<file path="config.mk">
export PLATFORM = sky130hd
export DESIGN_NAME = ex_stage
export DESIGN_NICKNAME = d
export VERILOG_FILES = /design/src/rtl/risc_pkg.sv /design/src/rtl/ex_stage_if.sv /design/src/rtl/iter_muldiv.sv /design/src/rtl/ex_stage.sv
export SDC_FILE = /design/constraint.sdc
export NUM_CORES = 1
export LEC_CHECK = 0
export BUFFER_PORTS_ARGS = -buffer_cell sky130_fd_sc_hd__buf_4
export CAP_MARGIN = 15
export CORE_MARGIN = 2
export CORE_UTILIZATION = 42
export DETAILED_ROUTE_END_ITERATION = 12
export PLACE_DENSITY = 0.74
export SLEW_MARGIN = 20
export SYNTH_ARGS = -nofsm -noshare
export SYNTH_HDL_FRONTEND = slang
export SYNTH_HIERARCHICAL = 1
export SYNTH_SLANG_ARGS = --single-unit
</file>
<file path="constraint.sdc">
create_clock -name inp_clk -period 2.4 [get_ports inp_clk]
set_input_delay 0.48 -clock inp_clk [delete_from_list [all_inputs] [get_ports inp_clk]]
set_output_delay 0.48 -clock inp_clk [all_outputs]
set_load 0.01 [all_outputs]
</file>
<file path="src/rtl/risc_pkg.sv">
// Shared EX-stage widths, ALU/func encodings, FSM states and control bundle.
// EX_DIVIDER_EN adds the DIV_BUSY state used by the iterative divider.
package risc_pkg;

    localparam int WIDTH = 16;

    typedef enum logic [2:0] {
        ALU_ADD   = 3'b000,
        ALU_SUB   = 3'b001,
        ALU_RTYPE = 3'b010,
        ALU_AND   = 3'b011,
        ALU_OR    = 3'b100,
        ALU_SLT   = 3'b101
    } alu_op_e;

    typedef enum logic [3:0] {
        F_ADD = 4'b0000,
        F_SUB = 4'b0001,
        F_AND = 4'b0010,
        F_OR  = 4'b0011,
        F_NOR = 4'b0100,
        F_SLT = 4'b0101,
        F_MUL = 4'b0110,
        F_DIV = 4'b0111
    } func_e;

    typedef enum logic [1:0] {
        IDLE     = 2'd0,
        MUL_BUSY = 2'd1,
`ifdef EX_DIVIDER_EN
        DIV_BUSY = 2'd2,
`endif
        DONE     = 2'd3
    } state_e;

    typedef struct packed {
        logic mem_to_reg;
        logic reg_write;
        logic mem_read;
        logic mem_write;
        logic branch;
    } ctrl_t;

endpackage

</file>
<file path="src/rtl/ex_stage_if.sv">
// Start/busy/done handshake between the EX stage and the iterative mul/div.
// EX_DIVIDER_EN adds the is_div select.
interface ex_stage_if #(
    parameter int WIDTH = 16
);
    logic             start;
`ifdef EX_DIVIDER_EN
    logic             is_div;
`endif
    logic [WIDTH-1:0] op_a;
    logic [WIDTH-1:0] op_b;
    logic             busy;
    logic             done;
    logic [WIDTH-1:0] result;

    modport master (
`ifdef EX_DIVIDER_EN
        output is_div,
`endif
        output start, op_a, op_b,
        input  busy, done, result
    );

    modport slave (
`ifdef EX_DIVIDER_EN
        input  is_div,
`endif
        input  start, op_a, op_b,
        output busy, done, result
    );
endinterface

</file>
<file path="src/rtl/iter_muldiv.sv">
// Iterative shift-add multiplier, one bit per falling edge, WIDTH iterations.
// EX_DIVIDER_EN adds a restoring unsigned divider sharing the same registers.
module iter_muldiv #(
    parameter int WIDTH = 16
) (
    input  logic       clk,
    input  logic       rst_n,
    ex_stage_if.slave  md
);
    localparam int            CW   = $clog2(WIDTH);
    localparam logic [CW-1:0] LAST = CW'(WIDTH - 1);

    logic             busy_q, busy_d;
    logic [CW-1:0]    cnt_q, cnt_d;
    logic [WIDTH-1:0] a_q, a_d;
    logic [WIDTH-1:0] b_q, b_d;
    logic [WIDTH-1:0] acc_q, acc_d;
`ifdef EX_DIVIDER_EN
    logic             div_q, div_d;
    logic [WIDTH:0]   shifted;
    logic [WIDTH:0]   diff;
`endif

    // a: multiplier / dividend->quotient, b: multiplicand / divisor
    always_comb begin
        busy_d = busy_q;
        cnt_d  = cnt_q;
        a_d    = a_q;
        b_d    = b_q;
        acc_d  = acc_q;
`ifdef EX_DIVIDER_EN
        div_d   = div_q;
        shifted = {acc_q, a_q[WIDTH-1]};
        diff    = shifted - {1'b0, b_q};
`endif
        if (md.start) begin
            busy_d = 1'b1;
            cnt_d  = '0;
            a_d    = md.op_a;
            b_d    = md.op_b;
            acc_d  = '0;
`ifdef EX_DIVIDER_EN
            div_d  = md.is_div;
`endif
        end else if (busy_q) begin
            cnt_d = cnt_q + 1'b1;
            if (cnt_q == LAST) begin
                busy_d = 1'b0;
                cnt_d  = '0;
            end
`ifdef EX_DIVIDER_EN
            if (div_q) begin
                if (!diff[WIDTH]) begin
                    acc_d = diff[WIDTH-1:0];
                    a_d   = {a_q[WIDTH-2:0], 1'b1};
                end else begin
                    acc_d = shifted[WIDTH-1:0];
                    a_d   = {a_q[WIDTH-2:0], 1'b0};
                end
            end else
`endif
            begin
                acc_d = acc_q + (a_q[0] ? b_q : '0);
                a_d   = a_q >> 1;
                b_d   = b_q << 1;
            end
        end
    end

    always_ff @(negedge clk or negedge rst_n) begin
        if (!rst_n) begin
            busy_q <= 1'b0;
            cnt_q  <= '0;
            a_q    <= '0;
            b_q    <= '0;
            acc_q  <= '0;
`ifdef EX_DIVIDER_EN
            div_q  <= 1'b0;
`endif
        end else begin
            busy_q <= busy_d;
            cnt_q  <= cnt_d;
            a_q    <= a_d;
            b_q    <= b_d;
            acc_q  <= acc_d;
`ifdef EX_DIVIDER_EN
            div_q  <= div_d;
`endif
        end
    end

    assign md.busy = busy_q;
    assign md.done = busy_q && (cnt_q == LAST);
`ifdef EX_DIVIDER_EN
    assign md.result = div_q ? a_q : acc_q;
`else
    assign md.result = acc_q;
`endif

endmodule

</file>
<file path="src/rtl/ex_stage.sv">
// EX stage: ALU, stall FSM for iterative mul/div, falling-edge EX/MEM register.
// Define EX_DIVIDER_EN to make func 0111 a multi-cycle unsigned divide.
module ex_stage #(
    parameter int WIDTH = risc_pkg::WIDTH
) (
    input  logic             inp_clk,
    input  logic             inp_rst_n,
    input  logic [3:0]       inp_func,
    input  logic [2:0]       inp_aluOp,
    input  logic [WIDTH-1:0] inp_address,
    input  logic [WIDTH-1:0] inp_data1,
    input  logic [WIDTH-1:0] inp_data2,
    input  logic [WIDTH-1:0] inp_immdate,
    input  logic [2:0]       inp_rt,
    input  logic [2:0]       inp_rd,
    input  logic             inp_regDst,
    input  logic             inp_aluSrc,
    input  logic             inp_memToReg,
    input  logic             inp_regWrite,
    input  logic             inp_memRead,
    input  logic             inp_memWrite,
    input  logic             inp_branch,
    output logic             out_hit,
    output logic [WIDTH-1:0] out_aluResult,
    output logic [WIDTH-1:0] out_writeData,
    output logic [WIDTH-1:0] out_branchTarget,
    output logic [2:0]       out_writeReg,
    output logic             out_zero,
    output logic             out_memToReg,
    output logic             out_regWrite,
    output logic             out_memRead,
    output logic             out_memWrite,
    output logic             out_branch
);
    import risc_pkg::*;

    ex_stage_if #(.WIDTH(WIDTH)) md_if ();

    iter_muldiv #(.WIDTH(WIDTH)) u_muldiv (
        .clk   (inp_clk),
        .rst_n (inp_rst_n),
        .md    (md_if.slave)
    );

    state_e           state_q, state_d;
    logic [WIDTH-1:0] op_b, alu_res, btgt_in;
    logic [2:0]       wreg_in;
    ctrl_t            ctrl_in;
    logic             mul_req, div_req, start, hit;

    logic [WIDTH-1:0] res_q, res_d, wdata_q, wdata_d, btgt_q, btgt_d;
    logic [2:0]       wreg_q, wreg_d;
    logic             zero_q, zero_d;
    ctrl_t            ctrl_q, ctrl_d;
    logic [WIDTH-1:0] hold_wdata_q, hold_wdata_d, hold_btgt_q, hold_btgt_d;
    logic [2:0]       hold_wreg_q, hold_wreg_d;
    ctrl_t            hold_ctrl_q, hold_ctrl_d;

    assign op_b    = inp_aluSrc ? inp_immdate : inp_data2;
    assign wreg_in = inp_regDst ? inp_rd : inp_rt;
    assign btgt_in = inp_address + inp_immdate;
    assign ctrl_in = '{inp_memToReg, inp_regWrite, inp_memRead,
                       inp_memWrite, inp_branch};

    assign mul_req = (inp_aluOp == ALU_RTYPE) && (inp_func == F_MUL);
`ifdef EX_DIVIDER_EN
    assign div_req = (inp_aluOp == ALU_RTYPE) && (inp_func == F_DIV);
`else
    assign div_req = 1'b0;
`endif

    always_comb begin
        alu_res = '0;
        unique case (alu_op_e'(inp_aluOp))
            ALU_ADD: alu_res = inp_data1 + op_b;
            ALU_SUB: alu_res = inp_data1 - op_b;
            ALU_AND: alu_res = inp_data1 & op_b;
            ALU_OR:  alu_res = inp_data1 | op_b;
            ALU_SLT: alu_res = {{(WIDTH-1){1'b0}},
                                $signed(inp_data1) < $signed(op_b)};
            ALU_RTYPE: begin
                unique case (func_e'(inp_func))
                    F_ADD:        alu_res = inp_data1 + op_b;
                    F_SUB:        alu_res = inp_data1 - op_b;
                    F_AND:        alu_res = inp_data1 & op_b;
                    F_OR:         alu_res = inp_data1 | op_b;
                    F_NOR:        alu_res = ~(inp_data1 | op_b);
                    F_SLT:        alu_res = {{(WIDTH-1){1'b0}},
                                             $signed(inp_data1) < $signed(op_b)};
                    F_MUL, F_DIV: alu_res = '0;
                    default:      alu_res = '0;
                endcase
            end
            default: alu_res = '0;
        endcase
    end

    always_ff @(negedge inp_clk or negedge inp_rst_n) begin
        if (!inp_rst_n) state_q <= IDLE;
        else            state_q <= state_d;
    end

    // Busy states fall back to IDLE if the unit ever drops busy without done
    always_comb begin
        state_d = state_q;
        unique case (state_q)
            IDLE: begin
                if (mul_req) state_d = MUL_BUSY;
`ifdef EX_DIVIDER_EN
                else if (div_req) state_d = DIV_BUSY;
`endif
            end
`ifdef EX_DIVIDER_EN
            MUL_BUSY, DIV_BUSY: begin
`else
            MUL_BUSY: begin
`endif
                if (md_if.done)       state_d = DONE;
                else if (!md_if.busy) state_d = IDLE;
            end
            DONE:    state_d = IDLE;
            default: state_d = IDLE;
        endcase
    end

    always_comb begin
        hit   = 1'b1;
        start = 1'b0;
        unique case (1'b1)
            state_q == IDLE: begin
                start = mul_req || div_req;
                hit   = !start;
            end
            state_q == DONE: hit = 1'b1;
            default:         hit = 1'b0;
        endcase
    end

    assign md_if.start = start;
    assign md_if.op_a  = inp_data1;
    assign md_if.op_b  = op_b;
`ifdef EX_DIVIDER_EN
    assign md_if.is_div = div_req;
`endif

    always_comb begin
        hold_wdata_d = hold_wdata_q;
        hold_btgt_d  = hold_btgt_q;
        hold_wreg_d  = hold_wreg_q;
        hold_ctrl_d  = hold_ctrl_q;
        if (start) begin
            hold_wdata_d = inp_data2;
            hold_btgt_d  = btgt_in;
            hold_wreg_d  = wreg_in;
            hold_ctrl_d  = ctrl_in;
        end
        res_d   = res_q;
        zero_d  = zero_q;
        wdata_d = wdata_q;
        btgt_d  = btgt_q;
        wreg_d  = wreg_q;
        ctrl_d  = ctrl_q;
        if (!hit) begin
            ctrl_d.reg_write = 1'b0;
            ctrl_d.mem_read  = 1'b0;
            ctrl_d.mem_write = 1'b0;
            ctrl_d.branch    = 1'b0;
        end else if (state_q == DONE) begin
            res_d   = md_if.result;
            zero_d  = (md_if.result == '0);
            wdata_d = hold_wdata_q;
            btgt_d  = hold_btgt_q;
            wreg_d  = hold_wreg_q;
            ctrl_d  = hold_ctrl_q;
        end else begin
            res_d   = alu_res;
            zero_d  = (alu_res == '0);
            wdata_d = inp_data2;
            btgt_d  = btgt_in;
            wreg_d  = wreg_in;
            ctrl_d  = ctrl_in;
        end
    end

    always_ff @(negedge inp_clk or negedge inp_rst_n) begin
        if (!inp_rst_n) begin
            res_q        <= '0;
            zero_q       <= 1'b0;
            wdata_q      <= '0;
            btgt_q       <= '0;
            wreg_q       <= '0;
            ctrl_q       <= '0;
            hold_wdata_q <= '0;
            hold_btgt_q  <= '0;
            hold_wreg_q  <= '0;
            hold_ctrl_q  <= '0;
        end else begin
            res_q        <= res_d;
            zero_q       <= zero_d;
            wdata_q      <= wdata_d;
            btgt_q       <= btgt_d;
            wreg_q       <= wreg_d;
            ctrl_q       <= ctrl_d;
            hold_wdata_q <= hold_wdata_d;
            hold_btgt_q  <= hold_btgt_d;
            hold_wreg_q  <= hold_wreg_d;
            hold_ctrl_q  <= hold_ctrl_d;
        end
    end

    assign out_hit          = hit;
    assign out_aluResult    = res_q;
    assign out_zero         = zero_q;
    assign out_writeData    = wdata_q;
    assign out_branchTarget = btgt_q;
    assign out_writeReg     = wreg_q;
    assign out_memToReg     = ctrl_q.mem_to_reg;
    assign out_regWrite     = ctrl_q.reg_write;
    assign out_memRead      = ctrl_q.mem_read;
    assign out_memWrite     = ctrl_q.mem_write;
    assign out_branch       = ctrl_q.branch;

endmodule
</file>
==> summary.md <==
| Metric | Value |
|---|---|
| Worst path setup slack after routing | `-2150 ps` |
| DR pass1 iterations | `8` |
| Final core utilization | `between 70% and 80%` |
| Required time of the worst setup path | `1620 ps` |
| Fraction of synthesized area in multiplexers | `7.94%` |
| Kind of capture point of the worst setup path | `flip-flop` |
| Chip Height | `between 150 and 200 µm` |
| Floorplan die width | `~170 µm` |
| Net switching power | `7.35 mW` |
| Relative contribution of sequential cells to total power | `roughly a quarter` |
| Clock root buffer master | `clkbuf_16` |
| Async set or reset register ratio after synthesis | `100%` |
| Post-Synthesis Cell Area | `~0.011 mm²` |
| Combinational share of power | `a little under three fifths` |
| Total vias in the final route | `12900` |
| Total wire length after detailed routing | `between 40000 and 50000 µm` |
| Most numerous cell in the Yosys netlist | `nand2_1` |
| Gate count after technology mapping | `around 1300` |
| Gp weighted congestion | `about 1` |
| Pwr per Cell Area | `about 950 mW/mm²` |
| Category of the worst setup path launch point | `input port` |
| Synth top area share | `between 30% and 40%` |
| Worst-path maximum fanout | `4` |
| Setup-failing EPs final | `210` |
| Total CTS buffers | `17` |
| DRC violation count after routing | `0` |
| Number of levels the H-tree was split into | `4` |
| Nets | `roughly 2000` |
| Adder-cell share of the synthesized area | `between 10% and 20%` |
| Maximum capacitance violations | `0` |
| Synth area leaders | `dfrtn_1, ha_1, mux2i_1` |
| Worst-case reg-to-reg path depth | `7` |
| Synth Register Bits | `approximately 150` |
| Vias per inst | `roughly 6.0` |
| Share of layout cells above drive strength 1 | `a little under half` |
| Number of DRC markers after the initial detailed-route iteration | `approximately 1400` |
| Peak VDD IR | `approximately 0.75 mV` |
| Port bufs | `between 100 and 150` |
| Overflow left after global routing | `0` |
| Total negative slack for setup checks | `-143090 ps` |
| Remaining number of nets flagged by the antenna check after routing | `0` |
| Compound-gate portion of the synthesized area | `between 20% and 30%` |
| Post-synthesis to final-layout area growth | `63.9%` |
| Failing checks | `negative setup slack` |
| Reg-to-reg critical path endpoint | `out_branchTarget[5]$_DFFE_NN0P_` |
| Largest net degree at the start of global routing | `74` |
| Via count of the first global-routing pass | `between 10000 and 15000` |
| Starting utilization of the core area | `about 43%` |
| Endpoint arrival time on the critical path | `about 3800 ps` |
| Count of cells along the worst hold path | `2` |
| RSZ-0062 raised after global routing | `true` |
| Floorplan core area | `0.0260 mm²` |
| Fraction of synthesized cell area in xor and xnor cells | `approximately 2.2%` |
| Clock skew | `10.7 ps` |
| Status | `finished, violations left` |
| Sequential area share after synthesis | `between 30% and 40%` |
| Post-Place Setup Slack | `-2680 ps` |
| Most instantiated cells after synthesis | `nand2_1, dfrtn_1, o21ai_0, nor2_1` |
| Initial antenna violation count | `0` |
| CTS sink count | `between 150 and 200` |
| Max-slew violation count | `0` |
| Path category of the worst min-delay check | `flip-flop to flip-flop` |
| Crit Path Category | `input port to flip-flop` |
| Critical hold path startpoint | `hold_btgt_q[11]$_DFFE_NN0P_` |
| Clock-pin slew on the worst setup and hold paths | `roughly 50 ps` |
| Wire length of the first global-routing pass | `approximately 70000 µm` |
| Mapped Avg Cell Area | `roughly 8.4 µm²` |
| Hold path endpoint | `hold_btgt_q[11]$_DFFE_NN0P_` |
| Buffers from clock root to sink, at most | `2` |
| Switching share of total power | `roughly 43%` |
| Clock group share of total power | `16.8%` |
| Crit Reg-Reg Startpoint | `state_q[0]$_DFFE_NN0P_` |
| TritonCTS clock tree | `done` |
| Syn Nets | `between 1000 and 1500` |
| Library cell occupying the most area in the post-synthesis netlist | `dfrtn_1` |
| Worst slack on hold paths | `422 ps` |
| Leak Pwr | `about 8.3 nW` |
| Row cnt | `59` |
| Global Route Usage Sum | `a little under a third` |
| Flop2flop setup slack | `-220 ps` |
| Relative slew slack | `between 20% and 30%` |
| Insertion delay of the later-clocked pin in the worst-skew pair | `410 ps` |
| Total of warnings raised by yosys | `6` |
| Total inserted antenna cells | `0` |
| Post-DP HPWL | `just over 30000 µm` |
| Synth Area in Simple Gates | `18.4%` |
| Internal power contribution | `roughly 9.9 mW` |
| WL/cell | `roughly 23 µm` |
| Combinational family with the most area after synthesis | `compound AO/OA/AOI/OAI gates` |
| Number of hold violations in the final report | `0` |
| Slew of the pin with the lowest slew margin | `about 1100 ps` |
| Number of placed I/O pins | `roughly 140` |
| Prevailing post-synth register cell | `dfrtn_1` |
| Post-synth EDFFs | `0` |
| Number of different library cells in the post-synthesis netlist | `81` |
| Area of the die | `0.0278 mm²` |
-- stage by stage --
| stage | instance area (µm²) | power [mW] | cells |
|---|---|---|---|
| 2_1_floorplan | 11700 | 8.60 | 1315 |
| 6_report | 18200 | 17.2 | 2141 |
| 3_3_place_gp | 15100 | 11.4 | 2033 |
| 4_1_cts | 17400 | 16.3 | 2124 |
| 5_1_grt | 18200 | 17.9 | 2141 |
| 3_5_place_dp | 15100 | 11.6 | 2033 |
-- area by class of cell --
cell class                 count  area (µm²)
sequential                   152        3800
clock inverter                15         176
fill                        1782        7780
clock buffer                  17         425
timing repair buffer         533        4790
tap                          335         419
inverter                      61         244
multi-input combinational   1028        8340
-- flip-flops by register name (all words and copies together) (netlist names), 4 cells and up --
register / flops
u_muldiv/md.result: 16
u_muldiv/b_q: 16
u_muldiv/a_q: 16
u_muldiv/cnt_q: 4
hold_btgt_q: 16
out_branchTarget: 16
hold_wdata_q: 16
out_writeData: 16
out_aluResult: 16
hold_ctrl_q: 5
-- worst max-delay path by stage --
stage | to | cells past startpoint | start | slack (ps)
global placement | out_zero$_DFFE_NN0P_ | 16 | inp_aluSrc | -2560
CTS | out_zero$_DFFE_NN0P_ | 14 | inp_aluSrc | -2010
floorplan | out_zero$_DFFE_NN0P_ | 14 | inp_aluSrc | -2260
detailed placement | out_zero$_DFFE_NN0P_ | 16 | inp_aluSrc | -2680
finish | out_zero$_DFFE_NN0P_ | 15 | inp_aluSrc | -2150
global route | out_zero$_DFFE_NN0P_ | 15 | inp_aluSrc | -2240
-- logic make-up (layout without fill, tap and decap cells) --
| kind of cell | count (synthesis) | in the layout |
|---|---|---|
| compound gates | 374 | 374 |
| xor+xnor | 28 | 28 |
| fa+ha+maj | 88 | 88 |
| buf+inv | 136 | 626 |
| flops | 152 | 152 |
| mux | 87 | 87 |
| simple gates | 450 | 451 |
-- power by group through the flow --
stage | Combinational, mW | Sequential [mW] | Clock (mW)
after global placement | 7.09 | 4.28 | 0
final | 9.89 | 4.42 | 2.89
after floorplan | 4.28 | 4.33 | 0
after CTS | 9.08 | 4.31 | 2.86
after detailed placement | 7.31 | 4.32 | 0
after global routing | 10.4 | 4.51 | 2.99
-- cell usage in the layout, fill, tap and decap left out, types with 19 or more instances in the layout --
| cell type | Yosys | routed |
|---|---|---|
| buf_4 | 2 | 429 |
| nand2_1 | 210 | 175 |
| dfrtn_1 | 152 | 152 |
| nor2_1 | 101 | 84 |
| mux2i_1 | 84 | 74 |
| buf_6 | 1 | 58 |
| ha_1 | 84 | 57 |
| o21ai_1 | 4 | 51 |
| inv_1 | 61 | 47 |
| o21ai_2 | 1 | 45 |
| a21oi_1 | 73 | 42 |
| a21oi_2 | 6 | 29 |
| buf_12 | 0 | 28 |
| nand2_2 | 1 | 25 |
| ha_4 | 0 | 23 |
| clkbuf_16 | 0 | 22 |
| o21ai_0 | 116 | 19 |
-- critical path: stages --
cell and delay, ps:
buf_12 120, mux2i_4 300, inv_4 80, ha_4 170, inv_2 50, fa_2 450, or2_4 250, a32oi_1 190
o22ai_1 120, a31o_2 290, nor4_4 160, nand4_1 110, or3_1 340, or4_4 440, o31ai_4 220
-- timing repair --
action / in CTS / in global routing
setup endpoints to repair: 210 / 210
buffers inserted: 54 / 28
resized for setup: 231 / 173
gates cloned: 8 / 8
hold endpoints to repair: 0 / 0
hold buffers: 0 / 0
pin swaps: 82 / 85
-- routing by layer --
metal / track usage, % / routed length (µm) / up-vias
met3: 6.11 / 4400 / 199
met4: 15.5 / 2920 / 0
met1: 40.8 / 19000 / 6232
met2: 51.9 / 23100 / 831
li1: - / - / 5647
met5: 0 / 0 / -
(Power assumes the default switching activity.)
